## config.mk

```make
export PLATFORM = sky130hd
export DESIGN_NAME = spi_flash_rd_ctrl
export DESIGN_NICKNAME = d
export VERILOG_FILES = /design/src/rtl/spi_flash_rd_ctrl.sv
export SDC_FILE = /design/constraint.sdc
export NUM_CORES = 1
export LEC_CHECK = 0
export ABC_AREA = 1
export CAP_MARGIN = 20
export CORE_ASPECT_RATIO = 0.6
export CORE_MARGIN = 2
export CORE_UTILIZATION = 58
export DETAILED_ROUTE_END_ITERATION = 12
export PLACE_DENSITY = 0.81
export SYNTH_ARGS = -nofsm -noshare
export SYNTH_HDL_FRONTEND = slang
export SYNTH_SLANG_ARGS = --single-unit
```

## constraint.sdc

```tcl
create_clock -name clk -period 7.54 [get_ports clk]
set_clock_uncertainty 0.05 [all_clocks]
set_input_delay 1.508 -clock clk [delete_from_list [all_inputs] [get_ports clk]]
set_output_delay 1.508 -clock clk [all_outputs]
set_load 0.1 [all_outputs]
```

## src/rtl/spi_flash_rd_ctrl.sv

```systemverilog
// -----------------------------------------------------------------------------
// spi_flash_rd_ctrl
// SPI mode-0 master that fetches one 32-bit word per request from an N25Q
// serial flash using the single-bit READ (0x03) command on chip select 0.
//
// Ports
//   clk        system clock
//   rst_n      asynchronous active-low reset
//   req_valid  read request valid
//   req_ready  high only while idle; request taken on req_valid & req_ready
//   req_addr   24-bit flash byte address, used as given
//   rsp_valid  response word valid, held until rsp_ready
//   rsp_ready  response consumer ready
//   rsp_data   read word, first flash byte in [7:0], fourth in [31:24]
//   busy       high whenever not idle
//   spi_cs     active-low selects, [0] = flash, [1] always high
//   spi_clk    SCK, idles low
//   spi_mosi   serial data to flash, MSB first
//   spi_miso   serial data from flash
// -----------------------------------------------------------------------------
module spi_flash_rd_ctrl #(
   parameter int CLK_DIV = 2,  // SCK half-period in clk cycles (>= 1)
   parameter int CS_GAP  = 2   // minimum clk cycles of deselect between reads (>= 1)
) (
   input  logic        clk,
   input  logic        rst_n,
   input  logic        req_valid,
   output logic        req_ready,
   input  logic [23:0] req_addr,
   output logic        rsp_valid,
   input  logic        rsp_ready,
   output logic [31:0] rsp_data,
   output logic        busy,
   output logic [1:0]  spi_cs,
   output logic        spi_clk,
   output logic        spi_mosi,
   input  logic        spi_miso
);

   localparam int DIV_W = (CLK_DIV > 1) ? $clog2(CLK_DIV) : 1;
   localparam int GAP_W = (CS_GAP > 1) ? $clog2(CS_GAP) : 1;
   localparam logic [DIV_W-1:0] DIV_LAST = DIV_W'(CLK_DIV - 1);
   localparam logic [GAP_W-1:0] GAP_LAST = GAP_W'(CS_GAP - 1);
   localparam logic [7:0]       CMD_READ = 8'h03;

   typedef enum logic [2:0] {
      S_IDLE,
      S_CMD,
      S_ADDR,
      S_DATA,
      S_RESP,
      S_GAP
   } state_t;

   state_t           state;
   logic [DIV_W-1:0] div_cnt;
   logic [5:0]       bit_cnt;
   logic [GAP_W-1:0] gap_cnt;
   logic             cs_n;
   logic [31:0]      tx_sr;
   logic [31:0]      rx_sr;
   logic             shifting;
   logic             half_done;
   logic             rise_edge;
   logic             fall_edge;
   logic             accept;

   // Bytes arrive MSB-first with the first byte in the top of rx_sr; the
   // response wants the first byte in the least-significant position.
   function automatic logic [31:0] byte_swap(input logic [31:0] w);
      return {w[7:0], w[15:8], w[23:16], w[31:24]};
   endfunction

   assign spi_cs    = {1'b1, cs_n};
   assign shifting  = (state == S_CMD) || (state == S_ADDR) || (state == S_DATA);
   assign half_done = (div_cnt == DIV_LAST);
   // spi_clk is the current SCK phase, so a finished half-period while low is
   // the rising edge and while high is the falling edge.
   assign rise_edge = shifting && half_done && !spi_clk;
   assign fall_edge = shifting && half_done && spi_clk;
   assign accept    = (state == S_IDLE) && req_valid;

   // Shift registers carry no reset: they are always reloaded or fully
   // refilled before their contents are used.
   always_ff @(posedge clk) begin
      if (accept) begin
         // Bit 31 of {cmd, addr} goes straight onto spi_mosi at acceptance,
         // so only the remaining 31 bits are kept here.
         tx_sr <= {CMD_READ[6:0], req_addr, 1'b0};
      end else if (fall_edge) begin
         tx_sr <= {tx_sr[30:0], 1'b0};
      end
      if (rise_edge && (state == S_DATA)) begin
         rx_sr <= {rx_sr[30:0], spi_miso};
      end
   end

   always_ff @(posedge clk or negedge rst_n) begin
      if (!rst_n) begin
         state     <= S_IDLE;
         cs_n      <= 1'b1;
         spi_clk   <= 1'b0;
         spi_mosi  <= 1'b0;
         rsp_valid <= 1'b0;
         rsp_data  <= '0;
         busy      <= 1'b0;
         req_ready <= 1'b1;
         div_cnt   <= '0;
         bit_cnt   <= '0;
         gap_cnt   <= '0;
      end else begin
         case (state)
            S_IDLE: begin
               if (req_valid) begin
                  state     <= S_CMD;
                  cs_n      <= 1'b0;
                  spi_clk   <= 1'b0;
                  spi_mosi  <= CMD_READ[7];
                  div_cnt   <= '0;
                  bit_cnt   <= '0;
                  busy      <= 1'b1;
                  req_ready <= 1'b0;
               end
            end
            S_CMD, S_ADDR, S_DATA: begin
               if (!half_done) begin
                  div_cnt <= div_cnt + 1'b1;
               end else begin
                  div_cnt <= '0;
                  if (!spi_clk) begin
                     spi_clk <= 1'b1;
                  end else begin
                     spi_clk <= 1'b0;
                     bit_cnt <= bit_cnt + 6'd1;
                     // Once the last address bit has been clocked out the
                     // line is held low for the whole data phase.
                     spi_mosi <= ((bit_cnt == 6'd31) || (state == S_DATA)) ? 1'b0 : tx_sr[31];
                     if ((state == S_CMD) && (bit_cnt == 6'd7)) begin
                        state <= S_ADDR;
                     end else if ((state == S_ADDR) && (bit_cnt == 6'd31)) begin
                        state <= S_DATA;
                     end else if ((state == S_DATA) && (bit_cnt == 6'd63)) begin
                        state     <= S_RESP;
                        bit_cnt   <= '0;
                        cs_n      <= 1'b1;
                        rsp_valid <= 1'b1;
                        rsp_data  <= byte_swap(rx_sr);
                     end
                  end
               end
            end
            S_RESP: begin
               if (rsp_ready) begin
                  rsp_valid <= 1'b0;
                  gap_cnt   <= '0;
                  state     <= S_GAP;
               end
            end
            S_GAP: begin
               if (gap_cnt == GAP_LAST) begin
                  state     <= S_IDLE;
                  busy      <= 1'b0;
                  req_ready <= 1'b1;
               end else begin
                  gap_cnt <= gap_cnt + 1'b1;
               end
            end
            default: begin
               state <= S_IDLE;
            end
         endcase
      end
   end

endmodule

```

# Word level (Yosys, flattened, before mapping)
# Cells that the tools add are included.
word_totals:
  output_inout_bits: 39
  elab_cells: 107
  reg_bits: 112
op_classes:
  n_eq_ne: 17
  reduce_logical: 28
  n_mux: 43
  n_addsub: 3
  n_bitwise: 2
op_table:
  columns: ["op", "count"]
  rows:
  - ["25-bit two-way mux", 2]
  - ["6-bit two-way mux", 6]
  - ["3-bit two-way mux", 8]
  - ["1-bit two-way mux", 17]
  - ["2-bit != test (second input constant)", 8]
  - ["1-bit one-hot mux with 2 select lines", 8]
  - ["7-bit AND reduction", 2]
  - ["3-bit one-hot mux with 4 select lines", 1]
  - ["6-bit one-hot mux with 2 select lines", 1]
  - ["6-bit AND reduction", 2]
  - ["2-bit nonzero test", 5]
  - ["1-bit logical AND", 8]
  - ["6-bit by 1-bit adder with 6-bit output (second input constant)", 1]
  - ["3-bit by 2-bit == test with 1-bit output (second input constant)", 2]
  - ["3-bit == test (second input constant)", 2]
  - ["6-bit by 3-bit == test with 1-bit output (second input constant)", 1]
  - ["6-bit by 5-bit == test with 1-bit output (second input constant)", 1]
  - ["6-bit == test (second input constant)", 1]
  - ["3-bit AND reduction", 2]
  - ["4-bit != test (second input constant)", 1]
  - ["2-bit AND reduction", 2]
  - ["4-bit AND reduction", 1]
  - ["3-bit by 1-bit == test with 1-bit output (second input constant)", 1]
  - ["3-bit zero test", 1]
  - ["5 further kinds", 9]

# Longest topological paths before layout
depth:
  word_depth: 8
  depth_mapped: 9

# Worst setup path before layout
# OpenSTA, ideal clock, no wires.
synth_timing:
  kind: "register -> register"
  from: "register spi_clk"
  to: "register rx_sr[0], enable pin"
  period_less_slack_ps: 4583
  t_required_ps: 6989
  setup_slack_ps: 2957
  arrival_ps: 4032
  path_stages_with_launch: 2
  setup_ps: 501
  cell_sequence: "dfrtp_1 nor4_1"
synth_via:
  elab_chain_cells: 3
synth_lines:
  columns: ["element", "line_no", "source"]
  rows:
  - ["start: declaration", "35", "output logic spi_clk,"]
  - ["start signal: assignment", "102", "spi_clk <= 1'b0;"]
  - ["start signal: assignment", "117", "spi_clk <= 1'b0;"]
  - ["start signal: assignment", "131", "spi_clk <= 1'b1;"]
  - ["1-bit zero test", null, null]
  - ["1-bit logical AND", "79", "assign rise_edge = shifting && half_done && !spi_clk;"]
  - ["1-bit logical AND", "93", "if (rise_edge && (state == S_DATA)) begin"]
  - ["end signal: assignment", "94", "rx_sr <= {rx_sr[30:0], spi_miso};"]
  - ["end: declaration", "61", "logic [31:0] rx_sr;"]
# No other way between the ends.
# A chain may end at the register's enable or synchronous reset.

# Worst setup path after layout
layout_timing:
  from: "register cs_n"
  to: "output spi_cs[0]"
layout_lines:
  columns: ["element", "line_no", "source"]
  rows:
  - ["start: declaration", "59", "logic cs_n;"]
  - ["start signal: assignment", "101", "cs_n <= 1'b1;"]
  - ["start signal: assignment", "116", "cs_n <= 1'b0;"]
  - ["start signal: assignment", "145", "cs_n <= 1'b1;"]
  - ["end: declaration", "34", "output logic [1:0] spi_cs,"]
# No word-level cell between the ends.

==> results.sh <==
export IMPL_status="complete, no violations"
export IMPL_area_growth_pct=21.8
export IMPL_cp_top_family="buffers and inverters"
export IMPL_routed_wl_um=9150
export IMPL_yosys_area_share_adder=0.00278
export IMPL_fmax_mhz=280
export IMPL_cp_start_kind="flip-flop"
export IMPL_ys_ff_latch=112
export IMPL_synth_area_leaders="edfxtp_1 (37%), dfrtp_1 (26%), nand2_1 (14%), nand3_1 (5.7%), dfxtp_1 (3.1%)"
export IMPL_fp_dieW_um=118
export IMPL_hold_path_class="flip-flop to flip-flop"
export IMPL_nNetsFinal=527
export IMPL_gr_total_overflow=0
export IMPL_cts_tree="built"
export IMPL_grt_pass1_vias=2991
export IMPL_initial_core_util=0.610
export IMPL_ioPinCount=68
export IMPL_grt_pass1_wl_um=14700
export IMPL_dpl_hpwl_um=5960
export IMPL_rows=24
export IMPL_antenna_found_initial=0
export IMPL_synth_area_leader_cell="edfxtp_1"
export IMPL_port_buffers=66
export IMPL_tritoncts_num_buffers=9
export IMPL_wl_per_cell_um=15.1
export IMPL_worst_path_buf_inv=1
export IMPL_synth_fp_nets=464
export IMPL_crit_type="flip-flop to output port"
export IMPL_relSlewSlack=0.336
export IMPL_final_common_cell="nand2_1"
export IMPL_yosysSeqAreaShare=0.677
export IMPL_finish_utilization=0.743
export IMPL_avgViaCountPerCell=5.28
export IMPL_peakVddDrop_uv=212
export IMPL_post_cts_resized=0
export IMPL_fin_tns_setup_ns=0
export IMPL_maxCapViolations=0
export IMPL_max_stage_delay_ns=1.13
export IMPL_postSynthAreaPerCell_um2=10.4
export IMPL_cp_max_fo=2
export IMPL_min_period_over_period=0.473
export IMPL_h_tree_depth=3
export IMPL_powerDensity_mw_per_mm2=300
export IMPL_end_kind="output port"
export IMPL_netlist_area_mm2=0.00451
export IMPL_post_cts_buffers=0
export IMPL_grtUsageTotal=0.226
export IMPL_p_leak_nw=2.48
export IMPL_ctsHoldBuffers=0
export IMPL_clock_latency_ns=0.35
export IMPL_antenna_cells=0
export IMPL_synth_top_cell_area_share=0.373
export IMPL_slew_violations=0
export IMPL_ant_nets=0
export IMPL_die_h_um=72.3
export IMPL_drive_above_1_share=0.0717
export IMPL_cts_root_buf="clkbuf_16"
export IMPL_synth_distinct_cells=31
export IMPL_hold_viol_final=0
export IMPL_core_area_mm2=0.00739
export IMPL_synthCells=434
export IMPL_setup_viol=0
export IMPL_yosys_warnings=0
export IMPL_synth_area_mux_share=0
export IMPL_cp_arrival_ns=2.01
export IMPL_grt_max_degree=50
export IMPL_max_slew_worst_pin_slew_ns=0.993
export IMPL_synth_top_family_by_area="simple AND/OR/NAND/NOR gates"
export IMPL_drt_initial_drc_count=374
export IMPL_path_clk_slew_ns=0.07
export IMPL_fillers=555
export IMPL_grt_setup_unrepaired="false"
export IMPL_fp_dieArea_mm2=0.00851
export IMPL_synth_compound_area_frac=0.0205
export IMPL_gp_congestion=0.850
export IMPL_cts_buffer_depth=2
export IMPL_drc=0
export IMPL_final_cell_mix="nand2_1 (170), clkdlybuf4s50_1 (65), edfxtp_1 (56), nand3_1 (51), dfrtp_1 (47)"
export IMPL_post_route_min_period_ns=3.57
export IMPL_power_total_mw=1.64
export IMPL_crit_slowest_cell="clkdlybuf4s50_1"
export IMPL_drtPass1Iterations=5
export IMPL_dr_total_vias=3200
export IMPL_worstPathCellList="clkdlybuf4s50_1"
export IMPL_synthSimpleGateAreaFrac=0.252
export IMPL_numClockSinks=112
export IMPL_required_ns=5.98
export IMPL_synth_xor_area_frac=0.00194
==> stage by stage <==
| stage | instance area (µm²) | hold slack [ns] | setup slack (ns) | std cells |
|---|---|---|---|---|
| 3_3_place_gp | 5190 | 0.380 | 3.90 | 589 |
| 6_report | 5490 | 0.405 | 3.97 | 606 |
| 5_1_grt | 5490 | 0.419 | 3.94 | 606 |
| 4_1_cts | 5470 | 0.406 | 3.96 | 605 |
| 3_5_place_dp | 5190 | 0.386 | 3.83 | 589 |
| 2_1_floorplan | 4510 | 0.372 | 2.96 | 434 |
==> power by group <==
| part | leakage (nW) | switching, mW | internal [mW] |
|---|---|---|---|
| Sequential | 1.24 | 0.0479 | 0.768 |
| Combinational | 1.10 | 0.282 | 0.108 |
| Clock | 0.140 | 0.206 | 0.233 |
==> path summary, 6_finish.rpt <==
check / start / to / slack, ns / depth (start not counted)
max: cs_n / spi_cs[0] / 3.97 / 1
min: rx_sr[3] / rx_sr[4] / 0.40 / 0
max reg2reg: bit_cnt[0] / rsp_data[23] / 5.01 / 8
min reg2reg: rx_sr[3] / rx_sr[4] / 0.40 / 0
max in group asynchronous: rst_n / cs_n / 5.86 / 2
min in group asynchronous: rst_n / rsp_data[2] / 1.01 / 1
==> cells by family after synthesis <==
family / after synthesis
xor gates and xnor gates: 1
AOI/OAI and AO/OA: 18
other: 1
buffers and inverters: 39
and+or+nand+nor: 262
DFF: 112
adders and majority gates: 1
==> sequential cells by signal, summed over array words and instances (netlist names) <==
register	cells
rsp_data	32
rx_sr	32
tx_sr	31
bit_cnt	6
state	3
busy	1
cs_n	1
div_cnt	1
gap_cnt	1
req_ready	1
rsp_valid	1
spi_clk	1
spi_mosi	1
==> area by class of cell <==
cell class	count	area (µm²)	share of cell area
well taps	104	130	0.0237
multi-input cells	283	1260	0.230
repair buffers	69	691	0.126
clock buffers	11	243	0.0442
inverters	22	82.6	0.0150
clock inverters	5	32.5	0.00593
flip-flops and latches	112	3050	0.556
==> routing by layer <==
layer | vias to the layer above | wire, µm | track usage
met5 | - | 0 | 0
met4 | 0 | 102 | 0.0482
met3 | 11 | 481 | 0.0755
li1 | 1540 | - | -
met2 | 101 | 4450 | 0.362
met1 | 1548 | 4120 | 0.309
==> cell usage after synthesis, drive strengths merged <==
master / number
clkinv: 1
o21ai: 13
nor2: 31
dfstp: 2
ha: 1
nand3: 52
nor4: 1
nand2: 173
inv: 21
a211oi: 1
nand3b: 1
xor2: 1
a21oi: 4
buf: 14
edfxtp: 56
clkbuf: 3
nor3: 2
dfrtp: 47
dfxtp: 7
nand4: 2
conb: 1
No activity file was read; power rests on OpenSTA's default activity.
